$ cat config.mk
export PLATFORM = sky130hd
export DESIGN_NAME = logic_unit_iter
export DESIGN_NICKNAME = d
export VERILOG_FILES = /design/src/rtl/logic_unit_pkg.sv /design/src/rtl/logic_slice.sv /design/src/rtl/logic_unit_iter.sv
export SDC_FILE = /design/constraint.sdc
export NUM_CORES = 1
export LEC_CHECK = 0
export ABC_AREA = 1
export ABC_CLOCK_PERIOD_IN_PS = 2500
export CAP_MARGIN = 20
export CORE_MARGIN = 2
export CORE_UTILIZATION = 51
export CTS_CLUSTER_SIZE = 40
export DETAILED_ROUTE_END_ITERATION = 12
export HOLD_SLACK_MARGIN = 0.05
export PLACE_DENSITY_LB_ADDON = 0.12
export SYNTH_ARGS = -nofsm -noshare
export SYNTH_HDL_FRONTEND = slang
export SYNTH_SLANG_ARGS = --single-unit
$ cat constraint.sdc
create_clock -name clk -period 2.5 [get_ports clk]
set_input_delay 0.5 -clock clk [delete_from_list [all_inputs] [get_ports clk]]
set_output_delay 0.5 -clock clk [all_outputs]
set_load 0.05 [all_outputs]
$ cat src/rtl/logic_unit_pkg.sv
// Shared encodings for the iterative logic unit: operation select and controller states.
package logic_unit_pkg;

    typedef enum logic [1:0] {
        OP_AND = 2'b00,
        OP_OR  = 2'b01,
        OP_XOR = 2'b10,
        OP_NOR = 2'b11
    } op_e;

    typedef enum logic [1:0] {
        ST_IDLE = 2'b00,
        ST_RUN  = 2'b01,
        ST_DONE = 2'b10
    } state_e;

endpackage

$ cat src/rtl/logic_slice.sv
// Combinational SLICE-bit bitwise operator used once per RUN cycle.
module logic_slice
    import logic_unit_pkg::*;
#(
    parameter int SLICE = 8
) (
    input  logic [SLICE-1:0] a,
    input  logic [SLICE-1:0] b,
    input  op_e              op,
    output logic [SLICE-1:0] y
);

    always_comb begin
        y = '0;
        case (op)
            OP_AND:  y = a & b;
            OP_OR:   y = a | b;
            OP_XOR:  y = a ^ b;
            OP_NOR:  y = ~(a | b);
            default: y = '0;
        endcase
    end

endmodule

$ cat src/rtl/logic_unit_iter.sv
// Iterative bitwise logic unit: one SLICE-bit chunk per cycle, valid/ready on both sides.
// Optional result-is-zero output enabled by defining ZERO_FLAG_EN.
module logic_unit_iter
    import logic_unit_pkg::*;
#(
    parameter int WIDTH = 32,
    parameter int SLICE = 8
) (
    input  logic             clk,
    input  logic             rst_n,
    input  logic             in_valid,
    output logic             in_ready,
    input  logic [1:0]       op,
    input  logic [WIDTH-1:0] A,
    input  logic [WIDTH-1:0] B,
    output logic             out_valid,
    input  logic             out_ready,
    output logic [WIDTH-1:0] result
`ifdef ZERO_FLAG_EN
    ,
    output logic             zero
`endif
);

    localparam int NSL = WIDTH / SLICE;
    localparam int CW  = (NSL > 1) ? $clog2(NSL) : 1;

    generate
        if (WIDTH % SLICE != 0) begin : g_bad_slice
            $error("logic_unit_iter: WIDTH must be a multiple of SLICE");
        end
    endgenerate

    state_e           state_q, state_d;
    logic [CW-1:0]    cnt_q, cnt_d;
    logic [WIDTH-1:0] a_q, a_d, b_q, b_d;
    op_e              op_q, op_d;
    logic [WIDTH-1:0] result_q, result_d;
    logic [SLICE-1:0] sa, sb, sy;
`ifdef ZERO_FLAG_EN
    // Sticky "some slice was non-zero"; zero is its inverse while DONE.
    logic             nz_q, nz_d;
`endif

    // Select the operand slice addressed by the counter.
    always_comb begin
        sa = '0;
        sb = '0;
        for (int i = 0; i < NSL; i++) begin
            if (cnt_q == CW'(i)) begin
                sa = a_q[i*SLICE +: SLICE];
                sb = b_q[i*SLICE +: SLICE];
            end
        end
    end

    logic_slice #(.SLICE(SLICE)) u_slice (
        .a  (sa),
        .b  (sb),
        .op (op_q),
        .y  (sy)
    );

    always_comb begin
        state_d  = state_q;
        cnt_d    = cnt_q;
        a_d      = a_q;
        b_d      = b_q;
        op_d     = op_q;
        result_d = result_q;
`ifdef ZERO_FLAG_EN
        nz_d     = nz_q;
`endif
        case (state_q)
            ST_IDLE: begin
                if (in_valid) begin
                    a_d      = A;
                    b_d      = B;
                    op_d     = op_e'(op);
                    cnt_d    = '0;
                    result_d = '0;
`ifdef ZERO_FLAG_EN
                    nz_d     = 1'b0;
`endif
                    state_d  = ST_RUN;
                end
            end
            ST_RUN: begin
                for (int i = 0; i < NSL; i++) begin
                    if (cnt_q == CW'(i)) result_d[i*SLICE +: SLICE] = sy;
                end
`ifdef ZERO_FLAG_EN
                nz_d = nz_q | (|sy);
`endif
                // Counter parks on the last slice rather than wrapping.
                if (cnt_q == CW'(NSL - 1)) state_d = ST_DONE;
                else                       cnt_d   = cnt_q + CW'(1);
            end
            ST_DONE: begin
                if (out_ready) state_d = ST_IDLE;
            end
            default: state_d = ST_IDLE;
        endcase
    end

    always_ff @(posedge clk or negedge rst_n) begin
        if (!rst_n) begin
            state_q  <= ST_IDLE;
            cnt_q    <= '0;
            a_q      <= '0;
            b_q      <= '0;
            op_q     <= OP_AND;
            result_q <= '0;
`ifdef ZERO_FLAG_EN
            nz_q     <= 1'b0;
`endif
        end else begin
            state_q  <= state_d;
            cnt_q    <= cnt_d;
            a_q      <= a_d;
            b_q      <= b_d;
            op_q     <= op_d;
            result_q <= result_d;
`ifdef ZERO_FLAG_EN
            nz_q     <= nz_d;
`endif
        end
    end

    assign in_ready  = (state_q == ST_IDLE);
    assign out_valid = (state_q == ST_DONE);
    assign result    = result_q;
`ifdef ZERO_FLAG_EN
    assign zero      = out_valid & ~nz_q;
`endif

endmodule

Yosys cells after proc, flatten, opt, wreduce, memory -nomap -nowiden. Index checks and enable logic that the tools add are counted.

Flip-flop bits (word level): 102. Input bits: 70. Output and inout bits: 34. Word-level logic and storage cells: 62.

Add/sub/neg operators: 1. Equal/unequal tests: 15. Mux-type cells: 22. Bitwise logic cells: 4. Reduce and logical (&&, ||, !) cells: 11.

Operator list (count): $mux 8 (12); $pmux 32 s2 (1); $mux 32 (1); $pmux 8 s4 (1); $reduce_and 3->1 (6); $ne 2x2->1 const B (6); $eq 2x2->1 const B (5); $mux 2 (5); $and 8x8->8 (1); $not 8->8 (1); $or 8x8->8 (1); $xor 8x8->8 (1); $eq 2x1->1 const B (3); $logic_not 2->1 (3); $pmux 2 s3 (1); $pmux 2 s2 (1); $add 2x1->2 const B (1); $ne 2x1->1 const B (1); $reduce_and 2->1 (1); $reduce_bool 2->1 (1).

Logic depth before layout (Yosys ltp).
Depth after elaboration: 10. Mapped depth: 15. Mapped depth without buffers: 13.

Modules after synthesis. A second synthesis with hierarchy kept.

Cells, all modules: 695. Area, all modules: 5347.6 sq um.

By module, submodules not included: logic_unit_iter (instances 1, cells an instance 609, area each 4787.1 sq um); logic_slice (instances 1, cells an instance 86, area each 560.5 sq um).

Worst setup path before layout. OpenSTA, ideal clock, no wires.

Path type: reg2reg. Start point: register cnt_q[0]. End point: register result_q[19] (netlist: result[19]). Arrival: 1.958 ns. Data required time: 2.382 ns. Path slack: 0.425 ns. Cell stages (with the launch flop): 14. Cells stage by stage: dfrtp_1 > inv_1 > ha_1 > buf_4 > inv_1 > nor2_1 > nand2_1 > nand2_1 > a22oi_1 > ha_1 > nand3_1 > nand4_1 > nand3_1 > nand2_1.

Longest elaborated chain between the ends: 10.

Ends and longest elaborated chain: start, declared (line logic_unit_iter.sv:35) `logic [CW-1:0] cnt_q, cnt_d;`; start signal, assigned (line logic_unit_iter.sv:119) `cnt_q <= cnt_d;`; $logic_not 2->1 (line logic_unit_iter.sv:50) `if (cnt_q == CW'(i)) begin`; $mux 8 (4 in a row) (line logic_unit_iter.sv:50); $or 8x8->8 (line logic_slice.sv:17, logic_slice.sv:19); $not 8->8 (line logic_slice.sv:19) `OP_NOR: y = ~(a | b);`; $pmux 8 s4 (line logic_slice.sv:15) `case (op)`; $mux 8 (line logic_unit_iter.sv:90) `if (cnt_q == CW'(i)) result_d[i*SLICE +: SLICE] = sy;`; $pmux 32 s2 (line logic_unit_iter.sv:74) `case (state_q)`; end signal, assigned (line logic_unit_iter.sv:123) `result_q <= result_d;`; end, declared (line logic_unit_iter.sv:38) `logic [WIDTH-1:0] result_q, result_d;`.

Parallel ways exist; a longest one is shown, timed or not. The select of a mux whose other input is x is not followed. A chain may end at the register's enable or synchronous reset.

Worst setup path in the final report.
Start point: register cnt_q[0]. End point: register result_q[18] (netlist: result[18]).

The elaborated chain is that of the path after synthesis.

==> impl_results.md <==
- Standard-cell rows: 36
- Slew Viols, Final: 0
- Clock Skew: about 12 ps
- Synth cell types: 24
- Area growth, synth to finish: 27.2%
- VDD IR-drop max: ~0.65 mV
- Yosys reg bits: roughly 100
- Comb pwr share: a little over half
- Top Layer Used: met4
- Syn Nets: around 730
- Status: complete, no violations
- Max-cap violations: 0
- Pin count of the biggest net entering global routing: 49
- Via count: 4522
- Clock Power Share: roughly an eighth
- Hpwl dp: 9.26 mm
- Global Route Usage Sum: 24.5%
- I/O pins: around 100
- Fin cells: between 800 and 900
- Worst path most repeated cell: nand2_1
- Core region area: slightly below 10000 um2
- Clock Tree Buf Depth: 2
- Crit path cell chain: ha_1 -> buf_4 -> nor2_2 -> nand2_1 -> nand2_1 -> a22oi_2 -> ha_1 -> nand3_1 -> nand4_1 -> nand3_1 -> nand2_1
- Reg2Reg Setup Slack: around 130 ps
- Switch Pwr: about 4.2 mW
- Area contributors post-synth: dfrtp_1 (51%), nand2_1 (23%), ha_1 (5.0%), nand3_1 (5.0%), inv_1 (2.8%)
- Vias in the first global route: 4289
- Horiz. Die Dim: 103 um
- Nets@finish: 826
- Startpoint types: register
- Routability cong.: about 0.85
- Crit-path leading delay family: simple AND/OR/NAND/NOR gates
- Total CTS buffers: 9
- Internal power: between 4 and 5 mW
- 1st-pass router iterations: 5
- Avg Cell Area, Syn: 7.87 um2
- WL met1: ~5.5 mm
- Cells after Synth: ~640
- Required time of the critical path: 2740 ps
- Total die area: about 11000 um2
- Sw frac: about half
- Worst slew pin tran: ~670 ps
- Drt drc: 0
- Power Density: approximately 1400 nW/um2
- Diode count: 0
- Final hold vios: 0
- Overflow after GRT: 0
- Worst hold path type: in -> async
- Initial antenna violation count: 0
- Critical Path Sink Type: register
- IO Port Bufs: between 100 and 150
- Clk slew on worst S/H paths: 90 ps
- Detailed Route Iter0 Violations: 200
- Worst slack at placement: -11.3 ps
- CTS tree: built
- Final Cycle Share: a little over nine tenths
- Setup WS post-layout: about 130 ps
- Initial Util: between 50% and 60%
- Via-to-Cell Ratio: 5.18
- Most common cell after layout, fill and taps aside: nand2_1
- Worst path slowest cell: dfrtp_1
- CTS Sinks: around 100
- Root Buffer: clkbuf_8
- Bufs and invs on worst path: 1
- Share of the synthesized area in the top cell type: around 50%
- CP max stage delay: 430 ps
- RSZ-0062 raised after global routing: true
- Met2 WL: between 5 and 6 mm
- P_leak: around 3.3 nW
- Fin crit period: around 2400 ps
- Leading area contributor after synthesis: dfrtp_1
- Crit path kind: reg -> reg
- R2r endpoint: result[18]
- Clock insertion delay at the later pin of the skew report: 360 ps
- Worst Path Arrival: approximately 2600 ps
- H-tree Lvls: 3
- Post-synthesis sequential area ratio: just over 50%
- F_max: 421 MHz
- Worst r2r src: cnt_q[0]
- Slew HR: ~55%
- Area of the mapped netlist: around 5000 um2
- Met3 routed WL: about 700 um
- Yosys warning total: 0
- Cell count after placement: roughly 860
- First-pass GRT wire length: 20.1 mm
- R2R depth: 11
- Cts hold-fix bufs: 0
- Total negative slack: 0 ps
- Post-DR wirelength/cell: about 14 um
- Sequential Power Share: between 30% and 40%
- Ratio of cells with drive above 1 in the final layout: 6.89%
- Critical Path Fanout Max: 9
- Commonest non-fill, non-tap cells in the layout: nand2_1 (309), dfrtp_1 (102), clkdlybuf4s50_1 (102)
- Chip Height: 103 um
- Routed Antenna Nets: 0
- Drt total wl: approximately 12 mm
- # setup viols final: 0
-- worst reg2reg max path: stages, from the launching register on --
cell	delay, ps
dfrtp_1	430
ha_1	250
buf_4	180
nor2_2	270
nand2_1	90
nand2_1	80
a22oi_2	80
ha_1	280
nand3_1	80
nand4_1	260
nand3_1	190
nand2_1	70
-- per-layer routing --
metal / global-route usage (%) / up-vias
li1: - / 2199
met1: 33.6 / 2145
met2: 40.0 / 155
met3: 3.32 / 23
met4: 8.81 / 0
met5: 0 / -
-- worst max-delay path by stage --
| stage | cells after the start | end | startpoint | slack [ps] |
|---|---|---|---|---|
| after floorplan | 13 | result[19] | cnt_q[0] | 420 |
| after global placement | 12 | result[5] | cnt_q[1] | 70 |
| after detailed placement | 12 | result[5] | cnt_q[1] | -10 |
| after CTS | 13 | result[18] | cnt_q[0] | 40 |
| after global routing | 14 | result[3] | cnt_q[0] | -10 |
| final | 11 | result[18] | cnt_q[0] | 130 |
-- cells by family (layout without fill, tap and decap cells) --
group	after synthesis	after routing	share of synthesized area (%)
AOI/OAI and AO/OA	63	63	7.04
and+or+nand+nor	377	377	30.4
adders and majority gates	20	20	4.99
buffers and inverters	75	178	6.61
DFF	102	102	50.9
-- metrics by stage --
step | area (um2) | total power [mW] | utilization [%] | hold slack [ps]
after floorplan | 5010 | 6.02 | - | 204
final | 6380 | 8.64 | 66.2 | 74.0
after global routing | 6380 | 9.36 | 66.2 | 102
after CTS | 6350 | 8.54 | 65.8 | 77.9
after detailed placement | 6150 | 7.49 | 63.8 | 465
after global placement | 6150 | 7.36 | 63.8 | 462
-- cells in the mapped netlist --
cell / instances
buf_6: 1
o31ai_1: 1
ha_1: 20
buf_1: 1
nor2_2: 2
o21ai_1: 1
buf_4: 5
nand4_1: 8
a21oi_1: 24
inv_2: 8
dfrtp_1: 102
nand2_1: 310
nand3_1: 50
nand2_2: 3
o21ai_2: 1
o21ai_0: 27
clkbuf_1: 4
inv_1: 37
nand2_4: 1
buf_2: 19
a22oi_1: 8
nor2_1: 2
o21ai_4: 1
nor2_4: 1
-- power groups by stage --
| stage | clock (mW) | combinational (mW) | sequential, mW |
|---|---|---|---|
| detailed placement | 0 | 4.60 | 2.88 |
| global route | 1.11 | 5.31 | 2.95 |
| floorplan | 0 | 2.77 | 3.24 |
| CTS | 1.05 | 4.63 | 2.86 |
| finish | 1.03 | 4.73 | 2.88 |
| global placement | 0 | 4.48 | 2.88 |
-- layout make-up --
type	count	area (um2)
repair buffers	118	1160
clock inverters	3	45.0
clock buffers	12	145
flip-flops and latches	102	2550
multi-input cells	460	2140
fillers	867	3260
inverters	45	169
well taps	133	166
-- flip-flops by register name, summed over array words and instances, names as in the netlist --
register  cells
a_q          32
b_q          32
cnt_q         2
op_q          2
result       32
state_q       2
-- what timing repair did --
action                     CTS  global route
setup endpoints to repair    8            32
buffers inserted             0             2
resized for setup            1             9
pin swaps                    0             8
Power figures use the tool's default switching activity.
